[src/rtl/pwm_dac_pkg.sv]
// Shared constants and helpers for the PWM DAC block: modulation modes,
// compare-width helper and the packed-duty slice macro.
`ifndef PWM_DAC_PKG_SV
`define PWM_DAC_PKG_SV

`define PWM_DUTY_SLICE(bus, idx, w) bus[(idx)*(w) +: (w)]

package pwm_dac_pkg;

    localparam int MODE_EDGE   = 0;
    localparam int MODE_CENTER = 1;

    function automatic int max_w(input int a, input int b);
        return (a > b) ? a : b;
    endfunction

endpackage

`endif

[src/rtl/pwm_period_counter.sv]
// Shared period counter: up ramp (edge) or up/down ramp (center), boundary flag
// and a registered period_start pulse aligned with the first PWM output of a period.
module pwm_period_counter
    import pwm_dac_pkg::*;
#(
    parameter int CNT_W          = 11,
    parameter int PERIOD         = 1024,
    parameter int CENTER_ALIGNED = 0
) (
    input  logic             clk,
    input  logic             resetn,
    input  logic             enable_i,
    output logic [CNT_W-1:0] cnt_o,
    output logic             boundary_o,
    output logic             first_o,
    output logic             period_start_o
);

    typedef enum logic {DIR_UP = 1'b0, DIR_DOWN = 1'b1} dir_e;

    localparam logic [CNT_W-1:0] LAST = CNT_W'(PERIOD - 1);

    logic [CNT_W-1:0] cnt_q, cnt_d;
    dir_e             dir_q, dir_d;
    logic             period_start_q, period_start_d;

    always_comb begin
        cnt_d = cnt_q;
        dir_d = dir_q;
        if (!enable_i) begin
            cnt_d = '0;
            dir_d = DIR_UP;
        end else if (CENTER_ALIGNED == MODE_CENTER) begin
            // The turning value is held for one extra cycle while the direction flips.
            if (dir_q == DIR_UP) begin
                if (cnt_q == LAST) dir_d = DIR_DOWN;
                else               cnt_d = cnt_q + 1'b1;
            end else begin
                if (cnt_q == '0) dir_d = DIR_UP;
                else             cnt_d = cnt_q - 1'b1;
            end
        end else begin
            if (cnt_q == LAST) cnt_d = '0;
            else               cnt_d = cnt_q + 1'b1;
        end
    end

    assign first_o = enable_i && (cnt_q == '0) && (dir_q == DIR_UP);

    assign boundary_o = enable_i &&
        ((CENTER_ALIGNED == MODE_EDGE) ? (cnt_q == LAST)
                                       : ((cnt_q == '0) && (dir_q == DIR_DOWN)));

    assign period_start_d = first_o;

    always_ff @(posedge clk or negedge resetn) begin
        if (!resetn) begin
            cnt_q          <= '0;
            dir_q          <= DIR_UP;
            period_start_q <= 1'b0;
        end else begin
            cnt_q          <= cnt_d;
            dir_q          <= dir_d;
            period_start_q <= period_start_d;
        end
    end

    assign cnt_o          = cnt_q;
    assign period_start_o = period_start_q;

endmodule

[src/rtl/pwm_dac.sv]
// Multi-channel PWM DAC with double-buffered duties applied only at period boundaries.
// Latency: pwm_out is registered, one cycle behind the counter; duty_ready low while a load is pending.
module pwm_dac
    import pwm_dac_pkg::*;
#(
    parameter int CHANNELS       = 2,
    parameter int DUTY_W         = 8,
    parameter int CNT_W          = 11,
    parameter int PERIOD         = 1024,
    parameter int CENTER_ALIGNED = 0
) (
    input  logic                       clk,
    input  logic                       resetn,
    input  logic                       enable,
    input  logic [CHANNELS*DUTY_W-1:0] duty,
    input  logic                       duty_valid,
    output logic                       duty_ready,
    output logic                       period_start,
    output logic [CHANNELS-1:0]        pwm_out
);

    localparam int CMP_W = max_w(CNT_W, DUTY_W);

    logic [CNT_W-1:0]           cnt;
    logic                       boundary;
    logic                       first_cycle;

    logic                       en_q;
    logic                       pending_q, pending_d;
    logic [CHANNELS*DUTY_W-1:0] shadow_q, shadow_d;
    logic [CHANNELS*DUTY_W-1:0] active_q, active_d;
    logic [CHANNELS-1:0]        pwm_q, pwm_d;

    logic                       accept;
    logic                       first_en;
    logic                       load;

    pwm_period_counter #(
        .CNT_W          (CNT_W),
        .PERIOD         (PERIOD),
        .CENTER_ALIGNED (CENTER_ALIGNED)
    ) u_cnt (
        .clk            (clk),
        .resetn         (resetn),
        .enable_i       (enable),
        .cnt_o          (cnt),
        .boundary_o     (boundary),
        .first_o        (first_cycle),
        .period_start_o (period_start)
    );

    assign duty_ready = !pending_q;
    assign accept     = duty_valid && !pending_q;
    assign first_en   = enable && !en_q;
    assign load       = pending_q && (boundary || first_en);

    always_comb begin
        shadow_d  = shadow_q;
        active_d  = active_q;
        pending_d = pending_q;
        if (accept) begin
            shadow_d  = duty;
            pending_d = 1'b1;
        end else if (load) begin
            pending_d = 1'b0;
        end
        if (load) active_d = shadow_q;
    end

    for (genvar i = 0; i < CHANNELS; i++) begin : g_ch
        logic [DUTY_W-1:0] eff_duty;

        // On the first enabled cycle the pending duty is compared directly so the
        // opening period (which starts at cnt 0 that very cycle) already uses it.
        assign eff_duty = (load && first_en) ? `PWM_DUTY_SLICE(shadow_q, i, DUTY_W)
                                             : `PWM_DUTY_SLICE(active_q, i, DUTY_W);

        assign pwm_d[i] = enable && (CMP_W'(cnt) < CMP_W'(eff_duty));
    end

    always_ff @(posedge clk or negedge resetn) begin
        if (!resetn) begin
            en_q      <= 1'b0;
            pending_q <= 1'b0;
            shadow_q  <= '0;
            active_q  <= '0;
            pwm_q     <= '0;
        end else begin
            en_q      <= enable;
            pending_q <= pending_d;
            shadow_q  <= shadow_d;
            active_q  <= active_d;
            pwm_q     <= pwm_d;
        end
    end

    assign pwm_out = pwm_q;

endmodule

[config.mk]
export PLATFORM = sky130hd
export DESIGN_NAME = pwm_dac
export DESIGN_NICKNAME = d
export VERILOG_FILES = /design/src/rtl/pwm_dac_pkg.sv /design/src/rtl/pwm_period_counter.sv /design/src/rtl/pwm_dac.sv
export SDC_FILE = /design/constraint.sdc
export NUM_CORES = 1
export LEC_CHECK = 0
export CELL_PAD_IN_SITES_DETAIL_PLACEMENT = 2
export CELL_PAD_IN_SITES_GLOBAL_PLACEMENT = 2
export CORE_ASPECT_RATIO = 0.75
export CORE_MARGIN = 2
export CORE_UTILIZATION = 35
export CTS_CLUSTER_SIZE = 12
export DETAILED_ROUTE_END_ITERATION = 8
export PLACE_DENSITY_LB_ADDON = 0.1
export SLEW_MARGIN = 10
export SYNTH_ARGS = -nofsm -noshare
export SYNTH_HDL_FRONTEND = slang
export SYNTH_SLANG_ARGS = --single-unit
[constraint.sdc]
create_clock -name clk -period 2.12 [get_ports clk]
set_input_delay 0.318 -clock clk [delete_from_list [all_inputs] [get_ports clk]]
set_output_delay 0.318 -clock clk [all_outputs]
set_load 0.01 [all_outputs]
==> results.json, run 1 <==
{
  "cts_buffers": 5,
  "antenna_found_initial": 0,
  "antenna_cells": 0,
  "hp-class": "in -> async",
  "setup_ws_ps": 122,
  "setup_violations": 0,
  "synth_cells": 186,
  "worstSetupPathType": "in -> reg",
  "synthFlopType": "dfrtp_1",
  "vias_per_cell": 5.05,
  "cp_max_fo": 13,
  "cts_tree": "built",
  "rsz0062_at_grt": "false",
  "drive_gt1_share_pct": 31.4,
  "rows": 26,
  "area_growth_syn_to_layout_pct": 26.3,
  "portBuffers": 23,
  "outcome": "complete, no violations",
  "clk-insertion-delay-late_ps": 300,
  "core_area_um2": 6700,
  "arrival_ps": 2220,
  "cellPowerDensity_nw_per_um2": 860,
  "ys_types": 30,
  "clock-root-buffer": "clkbuf_8",
  "worst_pin_slew_ps": 633,
  "drtAntennaViolNets": 0,
  "num_vias": 1617,
  "synth.avg_cell_area_um2": 12.8,
  "cap_violations": 0,
  "grt_max_degree": 49,
  "numClockSinks": 48,
  "required_ps": 2350,
  "syn_nets": 222,
  "synth-seq-area-share_pct": 50.3,
  "yosys_warnings": 0,
  "finalWirelength_um": 5630,
  "drtPass1Iterations": 4,
  "ios": 24,
  "cpPeakStageDelay_ps": 480,
  "p_leak_nw": 1.43,
  "synth_edf_count": 0,
  "crit_chain": "clkdlybuf4s50_1, nand3b_1, buf_12, buf_4, mux2i_1, ha_1, nor2b_1, a311o_1, a21oi_1",
  "ys_ff_latch": 48,
  "skew_ps": 3.76,
  "timing.final.crit_share_pct": 94.2,
  "wire_per_inst_um": 17.6,
  "grt_overflow": 0,
  "ir_drop_uv": 304,
  "start_util_pct": 35.6,
  "slowest_stage": "clkdlybuf4s50_1",
  "async_reset_ff_share_pct": 100,
  "drc": 0,
  "crit_buf_inv": 3,
  "drtIter0Drc": 34,
  "pre_cts_ws_ps": -219,
  "grt_pass1_wl_um": 9520,
  "cp-start-kind": "input port",
  "relSlewSlack_pct": 57.8,
  "synth.cell_area_um2": 2390,
  "gp_congestion": 0.746,
  "cp_top_family": "buffers and inverters",
  "grt_pass1_vias": 1796,
  "die_w_um": 99.3,
  "fmax_mhz": 501,
  "slew_viol_final": 0,
  "die_h_um": 75.5,
  "ctsLongestPathBuffers": 2,
  "fin_nets": 272,
  "fin_tns_setup_ps": 0,
  "layout_min_cycle_time_ps": 2000,
  "track_usage_pct": 16.5,
  "htree_levels": 2,
  "clk_pin_slew_worst_paths_ps": 80,
  "dieArea_um2": 7500,
  "crit_path_end_kind": "flip-flop",
  "dp_hpwl_um": 4180,
  "hold_viol": 0,
  "hold_buffers": 0
}
-- cell usage after synthesis, drive strengths merged (3+ instances only) --
library cell | number | area, um^2
nand4 | 3 | 18.8
ha | 16 | 200
inv | 4 | 15.0
dfrtp | 48 | 1200
nor2 | 14 | 52.6
nand2 | 6 | 30.0
mux2i | 16 | 160
a21oi | 8 | 40.0
nor2b | 3 | 18.8
nand3 | 5 | 25.0
mux2 | 32 | 360
xor2 | 5 | 43.8
buf | 4 | 26.3
xnor2 | 3 | 26.3
-- power breakdown --
part           switching (mW)  internal (mW)
Sequential              0.138           1.14
Combinational           0.308          0.413
Clock                   0.300          0.291
-- cell usage in the layout (no fill, tap or decap), types with 2 or more instances in the layout --
master,count
dfrtp_1,48
clkbuf_8,7
a21oi_2,3
o211ai_1,2
a311o_1,2
a21o_1,2
buf_12,2
xor2_1,5
nand4_1,3
nand3b_1,2
nand2_1,5
nor2_1,14
a21oi_1,5
mux2_2,32
mux2i_1,15
inv_1,4
nor4b_1,2
buf_4,24
nor2b_1,3
nand3_1,5
xnor2_1,3
clkdlybuf4s50_1,22
ha_1,16
-- layout make-up --
| class | instances | area [um^2] |
|---|---|---|
| multi-input cells | 128 | 1150 |
| fillers | 689 | 3690 |
| repair buffers | 49 | 445 |
| well taps | 84 | 105 |
| inverters | 4 | 15.0 |
| flip-flops and latches | 48 | 1200 |
| clock buffers | 7 | 96.3 |
-- state kept, by name (all words and copies together) (netlist names) --
signal,cells
active_q,16
pwm_out,2
u_cnt.cnt_o,11
shadow_q,16
en_q,1
u_cnt.period_start_o,1
pending_q,1
-- repair_timing --
| item | 4_1_cts | 5_1_grt |
|---|---|---|
| endpoints found under the hold margin | 0 | 0 |
| buffers inserted | 0 | 7 |
| gates resized for setup | 0 | 4 |
| setup endpoints to repair | 0 | 2 |
-- metrics by stage --
step,area (um^2),hold slack (ps),total power [mW],util (%),instances
after floorplan,2390,22.4,1.73,-,186
after global placement,2850,449,1.93,42.5,306
after detailed placement,2850,465,2.00,42.5,306
after CTS,2950,138,2.60,44.0,313
after global routing,3010,167,2.79,45.0,320
final,3010,117,2.59,45.0,320
-- logic make-up after synthesis --
family | share of synthesized area, %
AO/OA/AOI/OAI | 5.61
XOR/XNOR | 2.94
adder cells (fa/ha/maj) | 8.39
buffers and inverters | 2.10
flip-flops | 50.3
multiplexers | 21.8
AND/OR/NAND/NOR | 8.81
-- path summary, 6_finish.rpt --
check                                         startpoint                  endpoint  slack [ps]  cells after the start
min in group clk                active_q[12]$_DFFE_PN0P_  active_q[12]$_DFFE_PN0P_         510                      1
worst max register to register     pending_q$_DFFE_PN0P_      pwm_out[1]$_DFF_PN0_         180                      8
max in group asynchronous                         resetn     pending_q$_DFFE_PN0P_        1580                      2
worst max-delay path                              enable      pwm_out[1]$_DFF_PN0_         120                      9
worst min register to register  active_q[12]$_DFFE_PN0P_  active_q[12]$_DFFE_PN0P_         510                      1
worst min-delay path                              resetn  shadow_q[10]$_DFFE_PN0P_         120                      2
-- metal layers --
metal  track usage (%)  wire length [um]  up-vias
met5                 0                 0        -
met4              2.74                18        0
met3              3.76               163        3
met2              29.7              2810       19
met1              21.1              2640      834
li1                  -                 -      761
Note: power is estimated with default switching activity, not from simulation.
==> run 2, diff against run 1 <==
- CORE_MARGIN: 2 -> default
- SKIP_LAST_GASP: default -> 1
- SYNTH_HIERARCHICAL: default -> 1
==> results.json, run 2 <==
{
  "required_ps": 2350,
  "crit_path_end_kind": "flip-flop",
  "clk-insertion-delay-late_ps": 300,
  "drive_gt1_share_pct": 36.2,
  "hold_viol": 0,
  "layout_min_cycle_time_ps": 2150,
  "synth_area_leaders": "dfrtp_1 (49%), mux2_2 (15%), ha_1 (8.2%)",
  "dieArea_um2": 7330,
  "ctsLongestPathBuffers": 2,
  "die_w_um": 98.6,
  "fin_tns_setup_ps": -56.7,
  "violations": "negative setup slack",
  "rows": 25,
  "wl_met1_um": 3040,
  "p_int_mw": 2.08,
  "timing.final.crit_share_pct": 101,
  "outcome": "finished, violations left",
  "rrSetupSlack_ps": -30,
  "yosysTopAreaCellShare_pct": 49.1,
  "crit_path_end": "pwm_out[0]$_DFF_PN0_",
  "relSlewSlack_pct": 61.1,
  "final_cell_mix": "dfrtp_1 (48), mux2_2 (32), buf_4 (23)",
  "p_sw_share_pct": 32.5,
  "area_growth_syn_to_layout_pct": 31.2,
  "ir_drop_uv": 359,
  "ios": 24,
  "postLayoutCellArea_um2": 3210,
  "dp_cells": 316,
  "wl_met2_um": 3750,
  "placed_cell_area_um2": 2930,
  "seqCellArea_um2": 1200,
  "pwr-share-comb_pct": 35.8,
  "htree_levels": 2,
  "die_h_um": 74.4,
  "numClockSinks": 48,
  "p_switching_mw": 1.00,
  "pre_cts_ws_ps": -587,
  "synth_cells": 198,
  "arrival_ps": 2380,
  "num_vias": 1841,
  "antenna_found_initial": 0,
  "dp_hpwl_um": 4810,
  "cp_max_fo": 6,
  "hold_buffers": 0,
  "drtIter0Drc": 73,
  "p_leak_nw": 1.37,
  "fmax_mhz": 465,
  "vias_per_cell": 5.50,
  "grt_pass1_vias": 2141,
  "clock-root-buffer": "clkbuf_8",
  "synth_commonest_cells": "dfrtp_1 (48), mux2_2 (32), ha_1 (16), mux2i_1 (14), nand2_1 (10)",
  "setup_violations": 2,
  "async_reset_ff_share_pct": 100,
  "cellPowerDensity_nw_per_um2": 960,
  "grt_pass1_wl_um": 11700,
  "drtAntennaViolNets": 0,
  "reg2reg_depth": 9,
  "clk_pin_slew_worst_paths_ps": 100,
  "synth.cell_area_um2": 2450,
  "slew_viol_final": 0,
  "core_area_um2": 6540,
  "wire_per_inst_um": 21.3,
  "synth_edf_count": 0,
  "fin_nets": 289,
  "worstSetupPathType": "reg -> reg",
  "reg2reg_from": "en_q$_DFF_PN0_",
  "synth_area_leader_cell": "dfrtp_1",
  "synthFlopType": "dfrtp_1",
  "pwr-share-clk_pct": 18.9,
  "maxUsedRoutingLayer": "met4",
  "start_util_pct": 37.4,
  "hp-class": "in -> async",
  "worst_r2r_endpoint": "pwm_out[0]$_DFF_PN0_",
  "portBuffers": 23,
  "p_seq_share_pct": 45.4,
  "finalWirelength_um": 7120,
  "gp_congestion": 0.785,
  "track_usage_pct": 21.7,
  "antenna_cells": 0,
  "rsz0062_at_grt": "true",
  "cap_violations": 0,
  "multiInputGateArea_um2": 1270,
  "ys_ff_latch": 48,
  "finalPower_mw": 3.08,
  "final_core_util_pct": 49.1,
  "fill_cells": 659,
  "drc": 0,
  "crit_start": "en_q$_DFF_PN0_",
  "grt_max_degree": 26,
  "skew_ps": 11.7,
  "setup_ws_ps": -31.8,
  "fin_cells": 335,
  "synth_most_common_cell": "dfrtp_1",
  "worst_pin_slew_ps": 583,
  "syn_nets": 234,
  "drtPass1Iterations": 4,
  "grt_overflow": 0,
  "cts_tree": "built",
  "final_common_cell": "dfrtp_1",
  "met3_length_um": 233,
  "hold_ws_ps": 10.8,
  "synth-seq-area-share_pct": 49.1,
  "cp-start-kind": "flip-flop",
  "synth.avg_cell_area_um2": 12.4,
  "ys_types": 39,
  "yosys_warnings": 6,
  "cts_buffers": 5
}
==> run 2: changes by cell type after synthesis, sizes merged, moves of 3 or more <==
cell   change
inv        +3
or3        +3
o21ai      +4
nand2      +5
nand4      +3
xor2       -3
nor2       -7
==> run 2: cells by family after synthesis <==
group           Yosys count  share of synthesized area (%)
simple gates             48                           11.2
mux                      46                           20.4
buf+inv                  12                           2.30
compound gates           25                           7.72
fa+ha+maj                16                           8.18
xor+xnor                  3                           1.07
flops                    48                           49.1
==> run 2: area by class of cell <==
type	count	share of cell area, %
clock inverters	1	0.234
repair buffers	53	16.0
clock buffers	7	2.69
inverters	7	0.818
flip-flops and latches	48	37.4
well taps	81	3.16
multi-input cells	138	39.7
==> run 2: critical path: stages (launching register included) <==
cell and delay [ps]:
dfrtp_1 400, and3b_2 260, buf_12 140, buf_8 110
buf_6 110, mux2i_1 210, ha_1 280, a21boi_1 150
a221oi_2 240, o211a_1 170
==> run 2: worst min-delay path by stage <==
stage | end | start | slack [ps] | cells past startpoint
floorplan | active_q[0]$_DFFE_PN0N_ | resetn | 20 | 0
global placement | pending_q$_DFFE_PN0P_ | resetn | 340 | 1
detailed placement | u_cnt/period_start_o$_DFF_PN0_ | resetn | 360 | 1
CTS | active_q[1]$_DFFE_PN0N_ | resetn | 30 | 1
global route | active_q[1]$_DFFE_PN0N_ | resetn | 50 | 1
finish | active_q[15]$_DFFE_PN0N_ | resetn | 10 | 1
==> run 2: power groups by stage <==
stage	Sequential, mW	Clock, mW	Combinational (mW)
2_1_floorplan	1.35	0	0.625
3_3_place_gp	1.39	0	0.835
3_5_place_dp	1.41	0	0.923
4_1_cts	1.40	0.593	1.05
5_1_grt	1.44	0.630	1.21
6_report	1.40	0.582	1.10
==> run 2: routing by layer <==
| metal | global-route usage (%) | vias up |
|---|---|---|
| li1 | - | 837 |
| met1 | 26.8 | 962 |
| met2 | 40.7 | 34 |
| met3 | 3.57 | 8 |
| met4 | 4.98 | 0 |
| met5 | 0 | - |
==> run 2: what timing repair did <==
item,CTS,global route
pin swaps,12,6
buffers inserted,9,2
endpoints found under the setup margin,2,2
gates cloned,0,0
resized for setup,20,3
